## config.mk

```make
export PLATFORM = sky130hd
export DESIGN_NAME = obc_bitslice_serializer
export DESIGN_NICKNAME = d
export VERILOG_FILES = /design/src/rtl/obc_bitslice_serializer.sv
export SDC_FILE = /design/constraint.sdc
export NUM_CORES = 1
export LEC_CHECK = 0
export BUFFER_PORTS_ARGS = -buffer_cell sky130_fd_sc_hd__buf_2
export CAP_MARGIN = 10
export CORE_ASPECT_RATIO = 0.5
export CORE_MARGIN = 2
export CORE_UTILIZATION = 58
export CTS_BUF_LIST = sky130_fd_sc_hd__clkbuf_4 sky130_fd_sc_hd__clkbuf_8 sky130_fd_sc_hd__clkbuf_16
export CTS_CLUSTER_SIZE = 30
export DETAILED_ROUTE_END_ITERATION = 12
export HOLD_SLACK_MARGIN = 0.05
export PLACE_DENSITY_LB_ADDON = 0.1
export SKIP_LAST_GASP = 1
export SLEW_MARGIN = 20
export SYNTH_ARGS = -nofsm -noshare
export SYNTH_HDL_FRONTEND = slang
export SYNTH_SLANG_ARGS = --single-unit
```

## constraint.sdc

```tcl
create_clock -name clk -period 3.7 [get_ports clk]
set_input_delay 0.37 -clock clk [delete_from_list [all_inputs] [get_ports clk]]
set_output_delay 0.37 -clock clk [all_outputs]
set_load 0.02 [all_outputs]
```

## src/rtl/obc_bitslice_serializer.sv

```systemverilog
//==============================================================================
// Module      : obc_bitslice_serializer
// Description : Front end of the OBC distributed-arithmetic 16-point DFT.
//               Accepts one frame of 16 parallel two's-complement samples and
//               emits it as DATA_W bit-slices, LSB first, one per handshake.
//               Each 16-bit slice addresses the OBC coefficient ROMs.
//               slice_first lets the shift-accumulator clear.
//               slice_last marks the sign-bit slice.
// Revision    : 1.0 - initial release
//------------------------------------------------------------------------------
// Parameters
//   DATA_W       sample width; also the number of slices per frame (>=2)
// Ports
//   clk          rising-edge clock
//   rst_n        asynchronous active-low reset
//   in_valid     frame present on samples_in
//   in_ready     serializer can accept a frame this cycle
//   samples_in   sample k at [k*DATA_W +: DATA_W], k = 0..15
//   slice_valid  slice_out holds a valid bit-slice
//   slice_ready  downstream accepts the slice this cycle
//   slice_out    slice_out[k] = current bit of sample k
//   slice_idx    bit position of the current slice
//   slice_first  slice_idx == 0 (accumulator clear)
//   slice_last   slice_idx == DATA_W-1 (sign-bit slice)
//   busy         frame in progress
//   sel_out      ROM select word, sel_out[j] = slice_out[2j] ^ slice_out[2j+1]
//                (present only when OBC_SEL_EN is defined)
// Configuration macro
//   OBC_SEL_EN   adds the registered sel_out port
//==============================================================================
`default_nettype none

module obc_bitslice_serializer #(
  parameter int DATA_W = 16
) (
  input  logic                       clk,
  input  logic                       rst_n,
  input  logic                       in_valid,
  output logic                       in_ready,
  input  logic [16*DATA_W-1:0]       samples_in,
  output logic                       slice_valid,
  input  logic                       slice_ready,
  output logic [15:0]                slice_out,
  output logic [$clog2(DATA_W)-1:0]  slice_idx,
  output logic                       slice_first,
  output logic                       slice_last,
  output logic                       busy
`ifdef OBC_SEL_EN
  ,
  output logic [7:0]                 sel_out
`endif
);

  localparam int                IDX_W  = $clog2(DATA_W);
  localparam logic [IDX_W-1:0]  C_LAST = IDX_W'(DATA_W - 1);

  typedef enum logic [0:0] {
    S_IDLE  = 1'b0,
    S_SHIFT = 1'b1
  } state_t;

  state_t             r_state;
  logic [DATA_W-1:0]  r_sh [16];
  logic [IDX_W-1:0]   r_idx;
  logic               r_valid;

  logic               w_last;
  logic               w_hs;
  logic               w_accept;
  logic               w_in_ready;
  logic               w_do_shift;
  logic               w_do_stop;
  logic [15:0]        w_cur_lsb;
  logic [15:0]        w_load_lsb;
  logic [15:0]        w_shift_lsb;

  // Bit-slice gathering: current slice, the slice a freshly loaded frame
  // presents first, and the slice that appears after the next shift.
  always_comb begin
    w_cur_lsb   = '0;
    w_load_lsb  = '0;
    w_shift_lsb = '0;
    for (int k = 0; k < 16; k++) begin
      w_cur_lsb[k]   = r_sh[k][0];
      w_load_lsb[k]  = samples_in[k*DATA_W];
      w_shift_lsb[k] = r_sh[k][1];
    end
  end

  assign w_last = (r_idx == C_LAST);
  assign w_hs   = r_valid & slice_ready;

  // A new frame may only be taken on the last slice when that slice is also
  // being consumed; otherwise the sign slice would be overwritten.
  assign w_in_ready = (r_state == S_IDLE) | (r_valid & w_last & slice_ready);
  assign w_accept   = in_valid & w_in_ready;
  assign w_do_shift = w_hs & ~w_last;
  assign w_do_stop  = w_hs & w_last & ~w_accept;

`ifdef OBC_SEL_EN
  logic [7:0] r_sel;

  function automatic logic [7:0] f_sel(input logic [15:0] s);
    logic [7:0] v;
    v = '0;
    for (int j = 0; j < 8; j++) begin
      v[j] = s[2*j] ^ s[2*j+1];
    end
    return v;
  endfunction
`endif

  always_ff @(posedge clk or negedge rst_n) begin
    if (!rst_n) begin
      r_state <= S_IDLE;
      r_valid <= 1'b0;
      r_idx   <= '0;
      for (int k = 0; k < 16; k++) begin
        r_sh[k] <= '0;
      end
`ifdef OBC_SEL_EN
      r_sel   <= '0;
`endif
    end else begin
      if (w_accept) begin
        // Load (also covers the zero-bubble hand-over on the last slice).
        r_state <= S_SHIFT;
        r_valid <= 1'b1;
        r_idx   <= '0;
        for (int k = 0; k < 16; k++) begin
          r_sh[k] <= samples_in[k*DATA_W +: DATA_W];
        end
`ifdef OBC_SEL_EN
        r_sel   <= f_sel(w_load_lsb);
`endif
      end else if (w_do_shift) begin
        r_idx <= r_idx + 1'b1;
        for (int k = 0; k < 16; k++) begin
          r_sh[k] <= {1'b0, r_sh[k][DATA_W-1:1]};
        end
`ifdef OBC_SEL_EN
        r_sel <= f_sel(w_shift_lsb);
`endif
      end else if (w_do_stop) begin
        r_state <= S_IDLE;
        r_valid <= 1'b0;
        r_idx   <= '0;
`ifdef OBC_SEL_EN
        r_sel   <= '0;
`endif
      end
    end
  end

  assign in_ready    = w_in_ready;
  assign slice_valid = r_valid;
  // Gated so stale shift-register contents never appear while idle.
  assign slice_out   = r_valid ? w_cur_lsb : 16'h0000;
  assign slice_idx   = r_idx;
  assign slice_first = r_valid & (r_idx == '0);
  assign slice_last  = r_valid & w_last;
  assign busy        = (r_state == S_SHIFT);
`ifdef OBC_SEL_EN
  assign sel_out     = r_sel;
`endif

endmodule

`default_nettype wire

```

# Yosys cells after proc, flatten, opt, wreduce, memory -nomap -nowiden
# Cells that the tools add are included.
op_classes:
  n_addsub: 1
  n_eq_ne: 2
  n_mux: 9
  bitwise: 12
  reduce_logical: 5
op_table:
  columns: ["cell", "count"]
  rows:
  - ["2-to-1 mux 256 bit", 2]
  - ["2-to-1 mux 16 bit", 1]
  - ["2-to-1 mux 4 bit", 3]
  - ["AND 1 bit", 8]
  - ["adder 4 x 1 -> 4 bit (second input constant)", 1]
  - ["equality test 4 bit (second input constant)", 1]
  - ["logical NOT 4 bit", 1]
  - ["nonzero test 2 bit", 2]
  - ["2-to-1 mux 1 bit", 3]
  - ["NOT 1 bit", 3]
  - ["nonzero test 3 bit", 1]
  - ["inequality test 2 bit (second input constant)", 1]
  - ["AND reduction 2 bit", 1]
  - ["OR 1 bit", 1]
word_totals:
  ff_bits: 261
  inputBits: 260
  output_inout_bits: 25
  word_cells: 47

# Longest topological paths before layout
# Gate-level depths: netlist of the first run.
logic_depth:
  word_depth: 10
  ltp_mapped: 8
  depth_no_buf: 4

# Worst setup path after synthesis of the first run
# OpenSTA, ideal clock, no wires.
synth_path:
  path_kind: "flip-flop to flip-flop"
  from: "reg r_idx[0] (netlist: slice_idx[0])"
  to: "reg r_sh[100] in the netlist's numbering"
  setup_ps: 126
  t_arrival_ps: 1919
  required_time_ps: 3574
  slack_ps: 1655
  path_stages_with_launch: 9
  n_path_buf: 4
  synth_period_minus_slack_ps: 2045
  path_cell_list: "dfrtp_1 > ha_1 > and3_1 > buf_6 > a21o_1 > buf_6 > buf_6 > buf_6 > a221o_1"
synth_via:
  elab_chain_len: 6
  word_cells_on_any_way: 9
  classes_between: "eq/ne (1); mux (1); bitwise (6); reduce/logical (1)"
synth_lines:
  columns: ["item", "line", "source"]
  rows:
  - ["start, declared", "64", "logic [IDX_W-1:0] r_idx;"]
  - ["start signal, assigned", "137", "r_idx <= r_idx + 1'b1;"]
  - ["equality test 4 bit (*)", "90", "assign w_last = (r_idx == C_LAST);"]
  - ["AND 1 bit (2 in a row)", "95", "assign w_in_ready = (r_state == S_IDLE) | (r_valid & w_last & slice_ready);"]
  - ["OR 1 bit", "95", null]
  - ["AND 1 bit", "96", "assign w_accept = in_valid & w_in_ready;"]
  - ["2-to-1 mux 256 bit / nonzero test 2 bit (equally long branches)", null, null]
  - ["end signal, assigned by index", "131", "r_sh[k] <= samples_in[k*DATA_W +: DATA_W];"]
  - ["end signal, assigned by index", "139", "r_sh[k] <= {1'b0, r_sh[k][DATA_W-1:1]};"]
  - ["end, declared", "63", "logic [DATA_W-1:0] r_sh [16];"]
# Every way passes the cells marked *; elsewhere a longest branch is shown, timed or not.
# A chain may end at the register's enable or synchronous reset.

# Worst setup path in the final report of the first run
layout_path:
  from: "reg r_idx[1] (netlist: slice_idx[1])"
  to: "reg r_sh[222] in the netlist's numbering"
# Same word-level chain as after synthesis.

==> qor.csv, run 1 <==
metric;value;unit
outcome;complete, no violations;
r2r startpoint;slice_idx[1];
slew margin rel.;48.52;%
Reg clk slew, reported paths;0.07;ns
Initial Utilization;59.56;%
Seq cells post-synth;261;
# Post-CTS Setup Buffers;0;
DRC;0;
Pint;0.006140;W
crit end category;flip-flop;
Pre-antenna DRT Iters;5;
Final nets;1430;
die width;204.6;µm
antenna viol nets, final;0;
Sink Count;261;
routed via count;9336;
Worst path max stage delay;0.65;ns
IO Port Bufs;284;
Seq/Total Area, Yosys;55.97;%
H-tree levels;1;
total power;0.008523;W
crit path launch;slice_idx[1];
yosys warns;0;
Pleak;7.670;nW
worst hold start;samples_in[162];
startpoint types;flip-flop;
crit path max fanout;51;
Switch Pwr;0.002383;W
initial antenna violation count;12;
iteration-0 DRC count of the detailed router;970;
area grow syn2layout;19.08;%
Syn Area/Cell;12.27;µm²
proportion of layout cells with a drive suffix above 1;32.54;%
RSZ-0062 raised after global routing;no;
CP Cell Sequence;ha_1 -> and3_2 -> buf_4 -> a21oi_2 -> buf_4 -> o221a_2;
post-synthesis cell area;11670;µm²
filler cell count;1450;
DIE AREA;21340;µm²
CTS root buf;clkbuf_16;
worst-case vdd ir drop;0.4161;mV
Max Slew Vio Count;0;
area of the multi-input gates;4502;µm²
Clk network pwr share;27.8;%
CTS max path bufs;3;
largest net degree at the start of global routing;105;
IO Pins;285;
setup_tns;0;ns
drt wl/cell;21.10;µm
Die H;104.3;µm
syn nets;1213;
worst clock skew;0.01997;ns
storage element area;6531;µm²
GRT Util Overall;28.23;%
gpl congestion;0.8121;
fin cells;1456;
data required time of the worst path;4.15;ns
vias in the first global route;9184;
sequential cell fraction of total power;48.9;%
Clk Latency, worst-skew pair;0.52;ns
Max Fclk;394.5;MHz
CTS tree;yes;
Period minus WS final;2.535;ns
R2R setup slack;1.16;ns
Yosys cell types;27;
clock buffer count from CTS;23;
Final Setup Violations;0;
Final Hold Viols;0;
Top cell by count, worst path;buf_4;
P per Cell Area;613.3;nW/µm²
Net Sw Frac;27.96;%
Crit path arrival time;2.98;ns
gate count after technology mapping;951;
row count;36;
post-route clock period utilization;68.51;%
max cap viols;0;
Combinational Power Share;23.3;%
first-pass GRT wire length;48.81;mm
cell count after placement;1407;
CP Class;reg -> reg;
WL final;30.72;mm
Hold Path Class;in -> reg;
crit path max-delay cell type;a21oi_2;
total core area;19590;µm²
Worst-Margin Slew;0.7722;ns
DR vias/cell;6.412;
HPWL after DPL;18.80;mm
Overflow after GRT;0;
[registers in the layout, indices dropped and copies added (netlist names)]
name / count
slice_idx: 4
r_sh: 256
slice_valid: 1
[power groups by stage]
stage	Sequential (W)	Combinational, W	Clock, W
floorplan	0.00405	0.00147	0
global placement	0.00414	0.00191	0
detailed placement	0.00417	0.00199	0
CTS	0.00415	0.00200	0.00242
global route	0.00426	0.00217	0.00254
finish	0.00416	0.00199	0.00237
[critical path: cells and delay by family (launching register included)]
kind,cells,cell delay (ns)
buffers and inverters,2,0.64
AND/OR/NAND/NOR,1,0.25
adder cells (fa/ha/maj),1,0.27
flip-flops,1,0.42
AO/OA/AOI/OAI,2,0.87
[kinds of logic (layout without fill, tap and decap cells)]
logic type	after synthesis	after routing	share of synthesized area [%]
buf+inv	135	367	5.768
mux	18	18	1.555
compound gates	264	264	22.10
other cells	0	7	0
simple gates	270	270	14.32
flops	261	261	55.97
xor+xnor	1	1	0.07506
fa+ha+maj	2	2	0.2144
[layer usage]
| layer | share of wire (%) | vias to the layer above | routed length [µm] | global-route usage (%) |
|---|---|---|---|---|
| met4 | 1.9 | 8 | 577 | 5.745 |
| met5 | 0.20 | - | 61 | 0 |
| met2 | 45 | 313 | 13940 | 42.81 |
| li1 | - | 4209 | - | - |
| met3 | 7.4 | 51 | 2283 | 7.299 |
| met1 | 45 | 4755 | 13860 | 41.19 |
[path summary, 6_finish.rpt]
check	end	depth (start not counted)
setup / recovery	r_sh[222]	6
hold / removal	r_sh[82]	2
setup reg to reg	r_sh[222]	6
hold reg to reg	r_sh[94]	1
max in group asynchronous	r_sh[147]	3
min in group asynchronous	r_sh[25]	2
[cell usage after synthesis]
cell        n  area share, %
buf_6      18            1.7
nand4_1     1          0.054
a22o_1      1          0.075
a21oi_1     1          0.043
nand2_1     5           0.16
a31oi_1     1          0.054
mux2i_1    17            1.5
clkbuf_1   73            2.3
mux2_2      1          0.096
or3_1      34            1.8
dfrtp_1   261             56
xor2_1      1          0.075
inv_1      21           0.68
buf_2      22           0.94
o21ai_0    17           0.73
o221a_2    33            3.2
a21oi_2     1          0.075
a221o_1   207             18
ha_1        2           0.21
o22ai_1     1          0.054
nor2_1      2          0.064
nand3_1     2          0.086
a21o_1      2           0.13
and2_1     17           0.91
buf_4       1          0.064
nor4b_1     1          0.075
and3_1    208             11
[layout by cell type (no fill, tap or decap), types with 2 or more instances in the layout]
cell             n
and2_1          16
o221a_2         33
diode_2          7
nor2_1           2
dfrtp_1        261
dlygate4sd3_1    2
ha_1             2
or3_1           34
buf_12           8
buf_2          283
and3_1         207
a221o_1        207
inv_1           21
clkbuf_8         5
mux2i_1         17
clkbuf_4        10
nand2_1          5
o21ai_0         17
clkbuf_16       23
buf_4           12
[through the flow]
stage / util (%) / setup slack, ns / hold WS, ns / instance area, µm²
floorplan: - / 1.655 / 0.07441 / 11670
global placement: 66.99 / 1.323 / 0.4088 / 13130
detailed placement: 66.99 / 1.212 / 0.4205 / 13130
CTS: 70.84 / 1.189 / 0.06076 / 13880
global route: 70.89 / 1.067 / 0.06534 / 13890
finish: 70.93 / 1.165 / 0.07359 / 13900
[area by class of cell]
cell class	instances	area share [%]
flip-flops and latches	261	47.00
multi-input cells	555	32.39
repair buffers	306	12.24
clock buffers	38	5.177
well taps	266	2.395
inverters	21	0.5672
diodes	7	0.1260
clock inverters	2	0.09904
[repair_timing]
item,in CTS,in global routing
hold buffers,2,0
gates resized for setup,0,0
hold endpoints to repair,87,0
setup endpoints to repair,0,0
Note: power is estimated with default switching activity, not from simulation.
==> run 2, diff against run 1 <==
--- a/config.mk
+++ b/config.mk
@@ -9,7 +9,7 @@
 export CAP_MARGIN = 10
 export CORE_ASPECT_RATIO = 0.5
 export CORE_MARGIN = 2
-export CORE_UTILIZATION = 58
+export CORE_UTILIZATION = 49
 export CTS_BUF_LIST = sky130_fd_sc_hd__clkbuf_4 sky130_fd_sc_hd__clkbuf_8 sky130_fd_sc_hd__clkbuf_16
 export CTS_CLUSTER_SIZE = 30
 export DETAILED_ROUTE_END_ITERATION = 12
==> constraint.sdc (replaced) <==
create_clock -name clk -period 2.3 [get_ports clk]
set_input_delay 0.23 -clock clk [delete_from_list [all_inputs] [get_ports clk]]
set_output_delay 0.23 -clock clk [all_outputs]
set_load 0.02 [all_outputs]
==> qor.csv, run 2 (same netlist as run 1, synthesis figures left out) <==
metric;value;unit;change
drt wl/cell;20.49;µm;-2.9%
number of flip-flops in the largest register;256;;unchanged
setup_tns;0;ns;unchanged
initial antenna violation count;0;;-12
final hold slack;0.1714;ns;+0.09782 ns
Worst-Margin Slew;0.8845;ns;+0.1123 ns
Pleak;8.886;nW;+16%
clock buffer count from CTS;24;;+4.3%
gpl congestion;0.7659;;-5.7%
proportion of layout cells with a drive suffix above 1;27.68;%;-4.9 points
Pre-antenna DRT Iters;5;;unchanged
iteration-0 DRC count of the detailed router;1042;;+7.4%
CP Class;reg -> reg;;
routed via count;10560;;+13%
slew margin rel.;41.04;%;-7.5 points
antenna viol nets, final;0;;unchanged
HPWL after DPL;19.89;mm;+5.8%
Max Slew Vio Count;0;;unchanged
Final nets;1700;;+19%
total core area;23080;µm²;+18%
worst clock skew;0.01845;ns;-0.001517 ns
Final Hold Viols;0;;unchanged
Clk Latency, worst-skew pair;0.54;ns;+0.02 ns
Die H;113.1;µm;+8.5%
outcome;complete, no violations;;
filler cell count;1561;;+7.7%
die width;222.3;µm;+8.6%
DRC;0;;unchanged
DR vias/cell;5.990;;-6.6%
crit path max fanout;41;;-20%
total power;0.01478;W;+73%
IO Pins;285;;unchanged
Period minus WS final;2.138;ns;-0.3973 ns
P per Cell Area;878.7;nW/µm²;+43%
area grow syn2layout;44.10;%;
CTS root buf;clkbuf_16;;
Setup WS pre-CTS;0.1595;ns;-1.052 ns
Final Setup Violations;0;;unchanged
first-pass GRT wire length;58.73;mm;+20%
startpoint types;flip-flop;;
Final Cell Area;16820;µm²;+21%
vias in the first global route;10930;;+19%
most frequent cells in the layout;buf_2 (283), dfrtp_1 (261), dlygate4sd3_1 (258), and3_1 (207), a221o_1 (207);;
worst-case vdd ir drop;0.5965;mV;+43%
Reg clk slew, reported paths;0.07;ns;about the same
GRT Util Overall;28.94;%;+0.71 points
DIE AREA;25140;µm²;+18%
data required time of the worst path;2.75;ns;-1.40 ns
CTS tree;yes;;
largest net degree at the start of global routing;81;;-23%
Sink Count;261;;unchanged
H-tree levels;1;;unchanged
row count;39;;+8.3%
max cap viols;0;;unchanged
Hold Path Class;in -> reg;;
Initial Utilization;50.56;%;-9.0 points
Overflow after GRT;0;;unchanged
worst setup margin;0.1623;ns;-1.003 ns
post-route clock period utilization;92.94;%;+24 points
IO Port Bufs;284;;unchanged
n_diodes;0;;-7
commonest non-fill, non-tap cell in the layout;buf_2;;
crit end category;flip-flop;;
WL final;36.12;mm;+18%
CTS max path bufs;3;;unchanged
largest register by flop count;r_sh;;
Placement Cell Area;13350;µm²;+1.7%
Max Fclk;467.8;MHz;+19%
Crit path arrival time;2.59;ns;-0.39 ns
RSZ-0062 raised after global routing;no;;
-- run 2: where the power goes --
part           switching, W  leakage (nW)  internal [W]  total, W
registers          0.000804          3.47       0.00595   0.00675
logic               0.00155          4.98       0.00211   0.00366
clock network       0.00180         0.438       0.00257   0.00437
total               0.00415          8.89        0.0106    0.0148
-- run 2: worst max-delay path, stage by stage, from the launching register on --
cell,delay (ns)
dfrtp_1,0.42
ha_2,0.26
nand4_1,0.13
a21o_2,0.73
buf_4,0.29
mux2i_1,0.20
-- run 2: routing by layer --
| layer | track usage (%) | vias to the layer above | wire (µm) |
|---|---|---|---|
| li1 | - | 4761 | - |
| met1 | 40.19 | 5352 | 16120 |
| met2 | 47.40 | 374 | 17170 |
| met3 | 5.349 | 74 | 1938 |
| met4 | 7.342 | 0 | 887 |
| met5 | 0 | - | 0 |
-- run 2: path summary, 6_finish.rpt --
kind	start	cells after the start	to	slack [ns]
worst min-delay path	slice_ready	4	slice_idx[2]	0.17
min in group asynchronous	rst_n	2	r_sh[21]	0.24
worst max-delay path	slice_idx[1]	5	r_sh[111]	0.16
worst max register to register	slice_idx[1]	5	r_sh[111]	0.16
worst min register to register	r_sh[168]	1	r_sh[168]	0.50
max in group asynchronous	rst_n	3	r_sh[151]	1.23
-- run 2: per-stage QoR --
| step | instances | util, % |
|---|---|---|
| final | 1763 | 72.86 |
| after global routing | 1763 | 72.86 |
| after CTS | 1763 | 72.86 |
| after detailed placement | 1459 | 57.83 |
| after global placement | 1459 | 57.83 |
| after floorplan | 951 | - |
-- run 2: what timing repair did --
item                                    CTS  global route
resized for setup                         1             0
hold buffers                            258             0
endpoints found under the hold margin   315             0
endpoints found under the setup margin    1             0
setup buffers                             1             0
-- run 2: layout make-up --
| cell class | count | area (µm²) | share of cell area, % |
|---|---|---|---|
| Tap cell | 307 | 384.1 | 2.284 |
| Clock inverter | 6 | 80.08 | 0.4762 |
| Inverter | 21 | 78.83 | 0.4688 |
| Sequential cell | 261 | 6531 | 38.84 |
| Clock buffer | 38 | 785.8 | 4.673 |
| Multi-Input combinational cell | 556 | 4514 | 26.85 |
| Timing Repair Buffer | 574 | 4442 | 26.41 |
==> run 3, diff against run 2 <==
--- a/config.mk
+++ b/config.mk
@@ -9,10 +9,11 @@
 export CAP_MARGIN = 10
 export CORE_ASPECT_RATIO = 0.5
 export CORE_MARGIN = 2
-export CORE_UTILIZATION = 49
+export CORE_UTILIZATION = 54
 export CTS_BUF_LIST = sky130_fd_sc_hd__clkbuf_4 sky130_fd_sc_hd__clkbuf_8 sky130_fd_sc_hd__clkbuf_16
 export CTS_CLUSTER_SIZE = 30
 export DETAILED_ROUTE_END_ITERATION = 12
+export GPL_TIMING_DRIVEN = 1
 export HOLD_SLACK_MARGIN = 0.05
 export PLACE_DENSITY_LB_ADDON = 0.1
 export SKIP_LAST_GASP = 1
==> constraint.sdc (replaced) <==
create_clock -name clk -period 2.19 [get_ports clk]
set_input_delay 0.219 -clock clk [delete_from_list [all_inputs] [get_ports clk]]
set_output_delay 0.219 -clock clk [all_outputs]
set_load 0.02 [all_outputs]
==> qor.csv, run 3 (same netlist as run 1, synthesis figures left out) <==
metric;value;unit;change
outcome;complete, no violations;;
CP Class;reg -> out;;
Util after Layout;80.40;%;+7.5 points
gpl congestion;0.8310;;+8.5%
Pre-antenna DRT Iters;7;;+2
CP Cell Sequence;ha_2 -> nand3_4 -> buf_16 -> nor2_2 -> buf_2;;
crit path max fanout;29;;-29%
proportion of layout cells with a drive suffix above 1;27.45;%;-0.23 points
total core area;20880;µm²;-9.5%
slew margin rel.;55.07;%;+14 points
DR vias/cell;6.355;;+6.1%
row count;37;;-5.1%
worst clock skew;0.01308;ns;-0.005379 ns
Reg clk slew, reported paths;0.07;ns;about the same
WHS Path Cells;4;;unchanged
IO Pins;285;;unchanged
GRT Util Overall;33.54;%;+4.6 points
antenna viol nets, final;0;;unchanged
Hold Path Class;in -> reg;;
cell count after placement;1439;;-1.4%
DIE AREA;22870;µm²;-9.0%
Final Setup Violations;0;;unchanged
Max Slew Vio Count;0;;unchanged
worst-case vdd ir drop;0.4828;mV;-19%
R2R setup slack;0.11;ns;-0.05 ns
Pleak;8.888;nW;about the same
CTS root buf;clkbuf_16;;
data required time of the worst path;1.97;ns;-0.78 ns
initial antenna violation count;1;;+1
max cap viols;0;;unchanged
Crit path arrival time;1.91;ns;-0.68 ns
Max Fclk;470.4;MHz;
# Post-CTS Setup Buffers;0;;-1
R2R Path End;r_sh[245];;
R2R cell count;6;;+1
Final Hold Viols;0;;unchanged
HPWL after DPL;19.62;mm;-1.3%
Clk Latency, worst-skew pair;0.52;ns;-0.02 ns
Final nets;1695;;-0.29%
iteration-0 DRC count of the detailed router;1434;;+38%
startpoint types;flip-flop;;
first-pass GRT wire length;60.41;mm;+2.9%
setup_tns;0;ns;unchanged
IO Port Bufs;284;;unchanged
CTS tree;yes;;
drt wl/cell;22.07;µm;+7.7%
Initial Utilization;55.89;%;+5.3 points
most frequent cells in the layout;buf_2 (283), dfrtp_1 (261), dlygate4sd3_1 (258), and3_1 (207), a221o_1 (207);;
filler cell count;1175;;-25%
post-route clock period utilization;97.07;%;
largest register by flop count;r_sh;;
Worst Hold End;slice_idx[2];;
crit end category;output pin;;
crit path max-delay cell type;dfrtp_1;;
Period minus WS final;2.126;ns;
worst hold start;slice_ready;;
Die H;108.0;µm;-4.6%
Worst-Margin Slew;0.6740;ns;-0.2104 ns
r2r startpoint;slice_idx[1];;
die width;211.9;µm;-4.7%
vias in the first global route;11420;;+4.4%
DRC;0;;unchanged
CTS max path bufs;3;;unchanged
clock buffer count from CTS;24;;unchanged
number of flip-flops in the largest register;256;;unchanged
RSZ-0062 raised after global routing;no;;
WL final;38.54;mm;+6.7%
largest net degree at the start of global routing;151;;+86%
routed via count;11100;;+5.1%
P per Cell Area;928.6;nW/µm²;+5.7%
Worst path max stage delay;0.40;ns;-0.33 ns
fin cells;1746;;-0.96%
area grow syn2layout;43.84;%;
commonest non-fill, non-tap cell in the layout;buf_2;;
H-tree levels;1;;unchanged
Overflow after GRT;0;;unchanged
Sink Count;261;;unchanged
-- run 3: cell types whose count changed in the layout (fill, tap and decap cells not counted), sizes merged --
cell | before | now
buf | 316 | 310
nand3 | 3 | 2
clkbuf | 38 | 40
clkinv | 4 | 2
bufbuf | 0 | 1
bufinv | 2 | 1
inv | 21 | 22
diode | 0 | 4
-- run 3: power by group --
part	leakage (nW)	total, W	internal, W	switching (W)
clock network	0.426	0.00449	0.00260	0.00189
logic	4.99	0.00395	0.00223	0.00171
registers	3.47	0.00715	0.00625	0.000902
-- run 3: metal layers --
layer | routed length (µm) | vias up | track usage [%] | part of all wire, %
met1 | 15480 | 5626 | 43.92 | 40
met2 | 18850 | 594 | 56.02 | 49
met3 | 2674 | 132 | 6.070 | 6.9
met5 | 0 | - | 0 | 0
met4 | 1536 | 0 | 13.78 | 4.0
li1 | - | 4744 | - | -
-- run 3: layout make-up --
cell class	instances	area (µm²)	share of cell area, %
diodes	4	10.01	0.05963
clock inverters	4	51.30	0.3056
flip-flops and latches	261	6531	38.91
clock buffers	39	793.3	4.726
inverters	21	78.83	0.4696
well taps	292	365.4	2.177
multi-input cells	555	4507	26.85
repair buffers	570	4449	26.51
-- run 3: through the flow --
stage	setup WS (ns)	total power (W)	cell area [µm²]	hold WS (ns)
CTS	0.02688	0.01534	16750	0.1390
global placement	0.2128	0.01028	13280	0.2205
finish	0.06415	0.01559	16790	0.1577
floorplan	0.1452	0.009315	11670	-0.07659
detailed placement	0.1460	0.01045	13280	0.2262
global route	0.001463	0.01625	16780	0.1879
-- run 3: timing repair --
action / CTS / global route
gates resized for setup: 3 / 0
gates cloned: 1 / 1
setup endpoints to repair: 1 / 1
hold buffers: 258 / 0
hold endpoints to repair: 318 / 0
-- run 3: worst max-delay path: cells and delay by family (launching register included) --
family	cells	cell delay, ns
DFF	1	0.40
buffers and inverters	2	0.42
and+or+nand+nor	2	0.29
adders and majority gates	1	0.26
-- run 3: worst max-delay path by stage --
stage | from | endpoint
after floorplan | slice_idx[0] | r_sh[100]
after global placement | slice_idx[0] | r_sh[121]
after detailed placement | slice_idx[1] | r_sh[245]
after CTS | slice_idx[1] | slice_last
after global routing | slice_idx[1] | slice_last
final | slice_idx[1] | slice_last
